**src/rtl/uvmt_cv32e40s_sl_obi_responder.sv**
```systemverilog
// OBI memory-side responder: grants requests, queues up to DEPTH transactions and answers in order
// after LATENCY head cycles, echoing each request's attribute and flagging unstable initiator requests.
module uvmt_cv32e40s_sl_obi_responder #(
    parameter int ATTR_W  = 1,
    parameter int DEPTH   = 2,
    parameter int LATENCY = 0
) (
    input  logic              clk_i,
    input  logic              rst_i,
    input  logic              req_i,
    input  logic [31:0]       addr_i,
    input  logic              we_i,
    input  logic [ATTR_W-1:0] attr_i,
    input  logic              gnt_stall_i,
    input  logic              rvalid_stall_i,
    output logic              gnt_o,
    output logic              rvalid_o,
    output logic [31:0]       rdata_o,
    output logic [ATTR_W-1:0] rattr_o,
    output logic [3:0]        outstanding_o,
    output logic              protocol_err_o
);

    localparam int               PTR_W    = (DEPTH > 1) ? $clog2(DEPTH) : 1;
    localparam logic [PTR_W-1:0] LAST_PTR = PTR_W'(DEPTH - 1);
    localparam logic [3:0]       DEPTH_C  = 4'(DEPTH);
    localparam logic [3:0]       LAT_C    = 4'(LATENCY);

    logic [31:0]       addr_mem [DEPTH];
    logic              we_mem   [DEPTH];
    logic [ATTR_W-1:0] attr_mem [DEPTH];

    logic [PTR_W-1:0]  wr_ptr_q, wr_ptr_d;
    logic [PTR_W-1:0]  rd_ptr_q, rd_ptr_d;
    logic [3:0]        count_q, count_d;
    logic [3:0]        head_wait_q, head_wait_d;
    logic              lat_ok;
    logic              push;
    logic              pop;

    logic              pend_q;
    logic [31:0]       pend_addr_q;
    logic              pend_we_q;
    logic [ATTR_W-1:0] pend_attr_q;
    logic              perr_q, perr_d;

    // Slot availability uses the registered count only, so a same-cycle pop never frees a grant.
    assign gnt_o    = req_i && !gnt_stall_i && (count_q < DEPTH_C) && !rst_i;
    assign rvalid_o = (count_q != 4'd0) && lat_ok && !rvalid_stall_i && !rst_i;
    assign push     = gnt_o;
    assign pop      = rvalid_o;

    generate
        if (LATENCY == 0) begin : g_lat0
            assign lat_ok = 1'b1;
        end else begin : g_latn
            assign lat_ok = (head_wait_q >= LAT_C);
        end
    endgenerate

    always_comb begin
        wr_ptr_d    = wr_ptr_q;
        rd_ptr_d    = rd_ptr_q;
        head_wait_d = head_wait_q;
        count_d     = count_q + {3'b000, push} - {3'b000, pop};
        if (push) begin
            wr_ptr_d = (wr_ptr_q == LAST_PTR) ? '0 : wr_ptr_q + 1'b1;
        end
        if (pop) begin
            rd_ptr_d = (rd_ptr_q == LAST_PTR) ? '0 : rd_ptr_q + 1'b1;
        end
        // A fresh head (into an empty queue, or behind a popped one) restarts its wait.
        if ((push && (count_q == 4'd0)) || (pop && ((count_q > 4'd1) || push))) begin
            head_wait_d = '0;
        end else if ((count_q != 4'd0) && !lat_ok) begin
            head_wait_d = head_wait_q + 4'd1;
        end
    end

    assign perr_d = perr_q || (pend_q && (!req_i || (addr_i != pend_addr_q) ||
                                          (we_i != pend_we_q) || (attr_i != pend_attr_q)));

    always_ff @(posedge clk_i or posedge rst_i) begin
        if (rst_i) begin
            wr_ptr_q    <= '0;
            rd_ptr_q    <= '0;
            count_q     <= '0;
            head_wait_q <= '0;
            pend_q      <= 1'b0;
            pend_addr_q <= '0;
            pend_we_q   <= 1'b0;
            pend_attr_q <= '0;
            perr_q      <= 1'b0;
        end else begin
            wr_ptr_q    <= wr_ptr_d;
            rd_ptr_q    <= rd_ptr_d;
            count_q     <= count_d;
            head_wait_q <= head_wait_d;
            pend_q      <= req_i && !gnt_o;
            pend_addr_q <= addr_i;
            pend_we_q   <= we_i;
            pend_attr_q <= attr_i;
            perr_q      <= perr_d;
        end
    end

    always_ff @(posedge clk_i) begin
        if (push) begin
            addr_mem[wr_ptr_q] <= addr_i;
            we_mem[wr_ptr_q]   <= we_i;
            attr_mem[wr_ptr_q] <= attr_i;
        end
    end

    assign outstanding_o  = count_q;
    assign rdata_o        = (rvalid_o && !we_mem[rd_ptr_q]) ? addr_mem[rd_ptr_q] : 32'h0;
    assign rattr_o        = rvalid_o ? attr_mem[rd_ptr_q] : '0;
    assign protocol_err_o = perr_q;

endmodule

```
**config.mk**
```make
export PLATFORM = sky130hd
export DESIGN_NAME = uvmt_cv32e40s_sl_obi_responder
export DESIGN_NICKNAME = d
export VERILOG_FILES = /design/src/rtl/uvmt_cv32e40s_sl_obi_responder.sv
export SDC_FILE = /design/constraint.sdc
export NUM_CORES = 1
export LEC_CHECK = 0
export CORE_MARGIN = 4
export CORE_UTILIZATION = 67
export DETAILED_ROUTE_END_ITERATION = 8
export DONT_BUFFER_PORTS = 1
export PLACE_DENSITY = 0.81
export SLEW_MARGIN = 20
export SYNTH_ARGS = -nofsm -noshare
export SYNTH_HDL_FRONTEND = slang
export SYNTH_SLANG_ARGS = --single-unit
```
**constraint.sdc**
```tcl
create_clock -name clk_i -period 5.5 [get_ports clk_i]
set_clock_uncertainty 0.2 [all_clocks]
set_input_delay 1.1 -clock clk_i [delete_from_list [all_inputs] [get_ports clk_i]]
set_output_delay 1.1 -clock clk_i [all_outputs]
set_load 0.1 [all_outputs]
```
; ---- After elaboration in Yosys (flattened, before gate mapping)
; Memories as Yosys holds them, arrays and structs flattened.
; Cells that the tools add are included.
[word_totals]
register_bits = 42
mem_bits_rw = 68
out_inout_bits = 40
n_memories = 3
[mem_list]
columns = name, depth, word_bits, read_ports, rd_clocked_by_memory_dff, wr, line
row1 = addr_mem, 2, 32, 1, 0, 1, 29  ; logic [31:0] addr_mem [DEPTH];
row2 = attr_mem, 2, 1, 1, 0, 1, 31  ; logic [ATTR_W-1:0] attr_mem [DEPTH];
row3 = we_mem, 2, 1, 1, 0, 1, 30  ; logic we_mem [DEPTH];
[classes]
add_sub_neg = 4
magnitude_cmp = 1
n_eq_ne = 3
n_mux = 6
reduce_logical = 19
[op_table]
columns = cell, count
row1 = two-way mux 32 bit, 1
row2 = inequality test 32 bit, 1
row3 = logical AND 1 bit, 8
row4 = logical NOT 1 bit, 6
row5 = two-way mux 1 bit, 5
row6 = adder 4 x 1 -> 4 bit, 1
row7 = logical OR 1 bit, 4
row8 = "< comparator 4 x 2 -> 1 bit, second input constant", 1
row9 = nonzero test 4 bit, 1
row10 = subtractor 4 x 1 -> 4 bit, 1
row11 = "adder 1 bit, second input constant", 2
row12 = inequality test 1 bit, 2

; ---- Depth between registers and ports, before layout
[logic_depth]
word_depth = 6
ltp_mapped = 11

; ---- Least setup slack after synthesis
; OpenSTA, ideal clock, no wires.
[synth_timing]
path_type = reg-to-output
start = register count_q[2] (netlist: outstanding_o[2])
end = output rdata_o[10]
arrival_ps = 3797
required_ps = 4200
slack_ps = 403
path_stages_with_launch = 9
path_buffers = 1
path_cell_list = dfrtp_1 inv_1 ha_1 nand2b_4 o21ai_2 inv_1 nand2_2 buf_4 nor2_1
[synth_via]
elab_chain_len = 5
[synth_rtl]
columns = element, line
row1 = "start, declared", 35  ; logic [3:0] count_q, count_d;
row2 = "start signal, assigned", 97  ; count_q <= count_d;
row3 = nonzero test 4 bit, --
row4 = logical AND 1 bit (2 in a row), 49  ; assign rvalid_o = (count_q != 4'd0) && lat_ok && !rvalid_stall_i && !rst_i;
row5 = net rvalid_o, 17  ; output logic rvalid_o,
row6 = logical AND 1 bit, 116  ; assign rdata_o = (rvalid_o && !we_mem[rd_ptr_q]) ? addr_mem[rd_ptr_q] : 32'h0;
row7 = two-way mux 32 bit, 116
row8 = "end, declared", 18  ; output logic [31:0] rdata_o,
; The timed path passes the listed nets, and every way through them passes these cells.

; ---- Worst setup path after layout
[layout_timing]
start = register count_q[0] (netlist: outstanding_o[0])
end = output rdata_o[31]
[layout_via]
elab_chain_len = 5
[layout_rtl]
columns = element, line
row1 = nonzero test 4 bit, --
row2 = logical AND 1 bit (2 in a row), 49
row3 = logical AND 1 bit, 116
row4 = two-way mux 32 bit, 116
; No other way between the ends.

==> run summary <==
Ports: 79
Pleak: 1.88 nW
Max-slew headroom at the worst pin: 27.3%
Final core utilization: 80.5%
Crit path time final: 4.19 ns
Fmax: 239 MHz
Vias/cell: 5.51
Antenna Cells: 0
Die Height: 87.4 um
Hold Crit Depth: 2
Row Count: 28
EDFF count, synth: 68
Final Hold Slack: 0.333 ns
Placed inst area: 4650 sq um
Num CTS Buffers: 9
Pre-CTS setup slack: 1.57 ns
Area leader, netlist: edfxtp_1
Placed insts: 366
R2r setup slk: 2.41 ns
Vias in the first global route: 2319
Worst hold path class: flip-flop to flip-flop
Final hold violation count: 0
1st-pass router iterations: 4
Synth area leaders: edfxtp_1, dfrtp_1, mux2i_1
RSZ-0062 raised after global routing: no
Hold Startpoint: pend_q
Worst-Skew Late Latency: 0.37 ns
Period utilization: 76.1%
Initial core utilization: 70.0%
Worst Max-Slew Pin Slew: 1.09 ns
Cell internal pwr: 1.34 mW
Final Setup Violations: 0
Final Non-Filler Cells: 382
Worst Path Required: 4.20 ns
FF+latch area: 3090 sq um
Nets: 347
Top-area cell type share of the netlist area: 48.4%
Final worst setup slack: 1.31 ns
Peak supply drop: 0.000444 V
Number of antenna violations at the first check in global routing: 0
CP startpoint kind: flip-flop
Power, Total: 2.14 mW
CORE AREA: 6030 sq um
Reg2reg start: outstanding_o[2]
Die area: 7630 sq um
Syn-to-layout area delta: 14.9%
IO buf count: 0
CTS sink cnt: 110
YS warnings: 0
Die Wd: 87.4 um
Switching Fraction: 37.3%
Total wire length: 7190 um
Post-detail-place hpwl: 4650 um
Routability cong.: 0.701
Seq pwr share: 46.0%
Combinational share of power: 31.1%
Critical Path End Type: primary output
Yosys cell types: 23
Hold Buf Count CTS: 0
Critical path class: flip-flop to primary output
Async SR Flop Fraction: 38.2%
Clock group share of total power: 23.0%
Critical path arrival: 2.89 ns
Global-route wire length before repair: 11900 um
Total Routing Usage GR: 21.3%
Detail Route Antenna Nets: 0
Max-Cap Viols: 0
Via count: 2106
Status: complete, no violations
Filler cells: 331
Cells after synthesis: 260
Final Max Slew Viols: 0
Drc violations: 0
Sw power: 796 uW
Post-CTS resize count: 0
Worst R2R End: addr_mem[0][19]
Hold endpoint: protocol_err_o
Synth Area per Inst: 16.2 sq um
Wire length per cell: 18.8 um
Largest net degree at the start of global routing: 43
H-Tree Depth: 3
Setup Buffers After CTS: 0
CTS Root Cell: clkbuf_8
Share of layout cells above drive strength 1: 30.6%
Syn_nets: 305
Seq/Total Area, Yosys: 73.3%
Post-Syn Area: 4220 sq um
Worst Reg2Reg Path Length in Cells: 7
Clk slew on worst S/H paths: 0.10 ns
Max clock buf depth: 2
Multi-input combinational cell area: 1140 sq um
DR iter-0 viols: 84
Primary FF master, synth: edfxtp_1
CP Max Fanout: 32
PwrDens: 440 nW/um^2
Setup TNS: 0 ns
Synthesis-stage register bit count: 110
Design area: 4850 sq um
TritonCTS clock tree: built
Grt ovf: 0
## cells in the final DEF, fill, tap and decap left out, drive strengths merged, types with 3 or more instances in the layout
master / synthesis / final
clkinv: 0 / 3
clkbuf: 0 / 9
nor2: 35 / 35
xnor2: 32 / 32
nand4: 8 / 8
inv: 8 / 11
mux2i: 34 / 34
dfrtp: 42 / 42
ha: 5 / 5
buf: 7 / 38
edfxtp: 68 / 68
xor2: 6 / 6
nor2b: 3 / 3
## kinds of logic (layout without fill, tap and decap cells)
| family | after synthesis | count (layout) | synth area share (%) |
|---|---|---|---|
| buf+inv | 15 | 62 | 1.78 |
| mux | 34 | 34 | 8.07 |
| simple gates | 53 | 53 | 6.35 |
| flops | 110 | 110 | 73.3 |
| compound gates | 4 | 4 | 0.653 |
| fa+ha+maj | 6 | 6 | 1.96 |
| xor+xnor | 38 | 38 | 7.89 |
## worst max-delay path: stages (launching register included)
cell     delay (ns)
dfrtp_1        0.99
o21ai_2        0.20
inv_1          0.14
nand2_2        0.54
nor2_2         0.32
buf_4          0.32
## per-layer routing
layer	global-route usage, %	share of wire, %	up-vias
met5	0	0	-
met3	7.28	6.6	13
met4	7.25	1.4	0
li1	-	-	997
met2	34.2	52	51
met1	27.4	40	1045
## power by group through the flow
stage               clock, mW  sequential, mW  combinational, mW
CTS                     0.497           0.982              0.670
global placement            0           0.996              0.654
global route            0.533           0.986              0.705
finish                  0.490           0.981              0.664
floorplan                   0            1.08              0.455
detailed placement          0            1.00              0.668
## worst max path at each step
stage	from	slack (ns)	endpoint
2_1_floorplan	outstanding_o[2]	0.40	rdata_o[10]
3_3_place_gp	rvalid_stall_i	1.61	rdata_o[31]
3_5_place_dp	rvalid_stall_i	1.57	rdata_o[31]
4_1_cts	outstanding_o[0]	1.26	rdata_o[31]
5_1_grt	outstanding_o[2]	1.13	rdata_o[31]
6_report	outstanding_o[0]	1.31	rdata_o[31]
## Yosys cell counts, types with 2 or more instances
cell and n:
buf_2 3, xnor2_1 32, edfxtp_1 68, nor4_1 2, dfrtp_1 42, nor2_1 35, buf_4 4, ha_1 5
nor2b_1 3, inv_1 8, nand4_1 8, mux2i_1 34, xor2_1 6
## state kept, by name, indices dropped and copies added (netlist names)
register	count
addr_mem	64
pend_addr_q	32
outstanding_o	4
attr_mem	2
we_mem	2
pend_attr_q	1
pend_q	1
pend_we_q	1
protocol_err_o	1
rd_ptr_q	1
wr_ptr_q	1
## layout make-up
type	instances	area share, %
Multi-Input combinational cell	135	23.6
Clock inverter	7	1.65
Tap cell	75	1.93
Clock buffer	9	2.55
Timing Repair Buffer	38	5.88
Sequential cell	110	63.8
Inverter	8	0.619
Note: power is estimated with default switching activity, not from simulation.
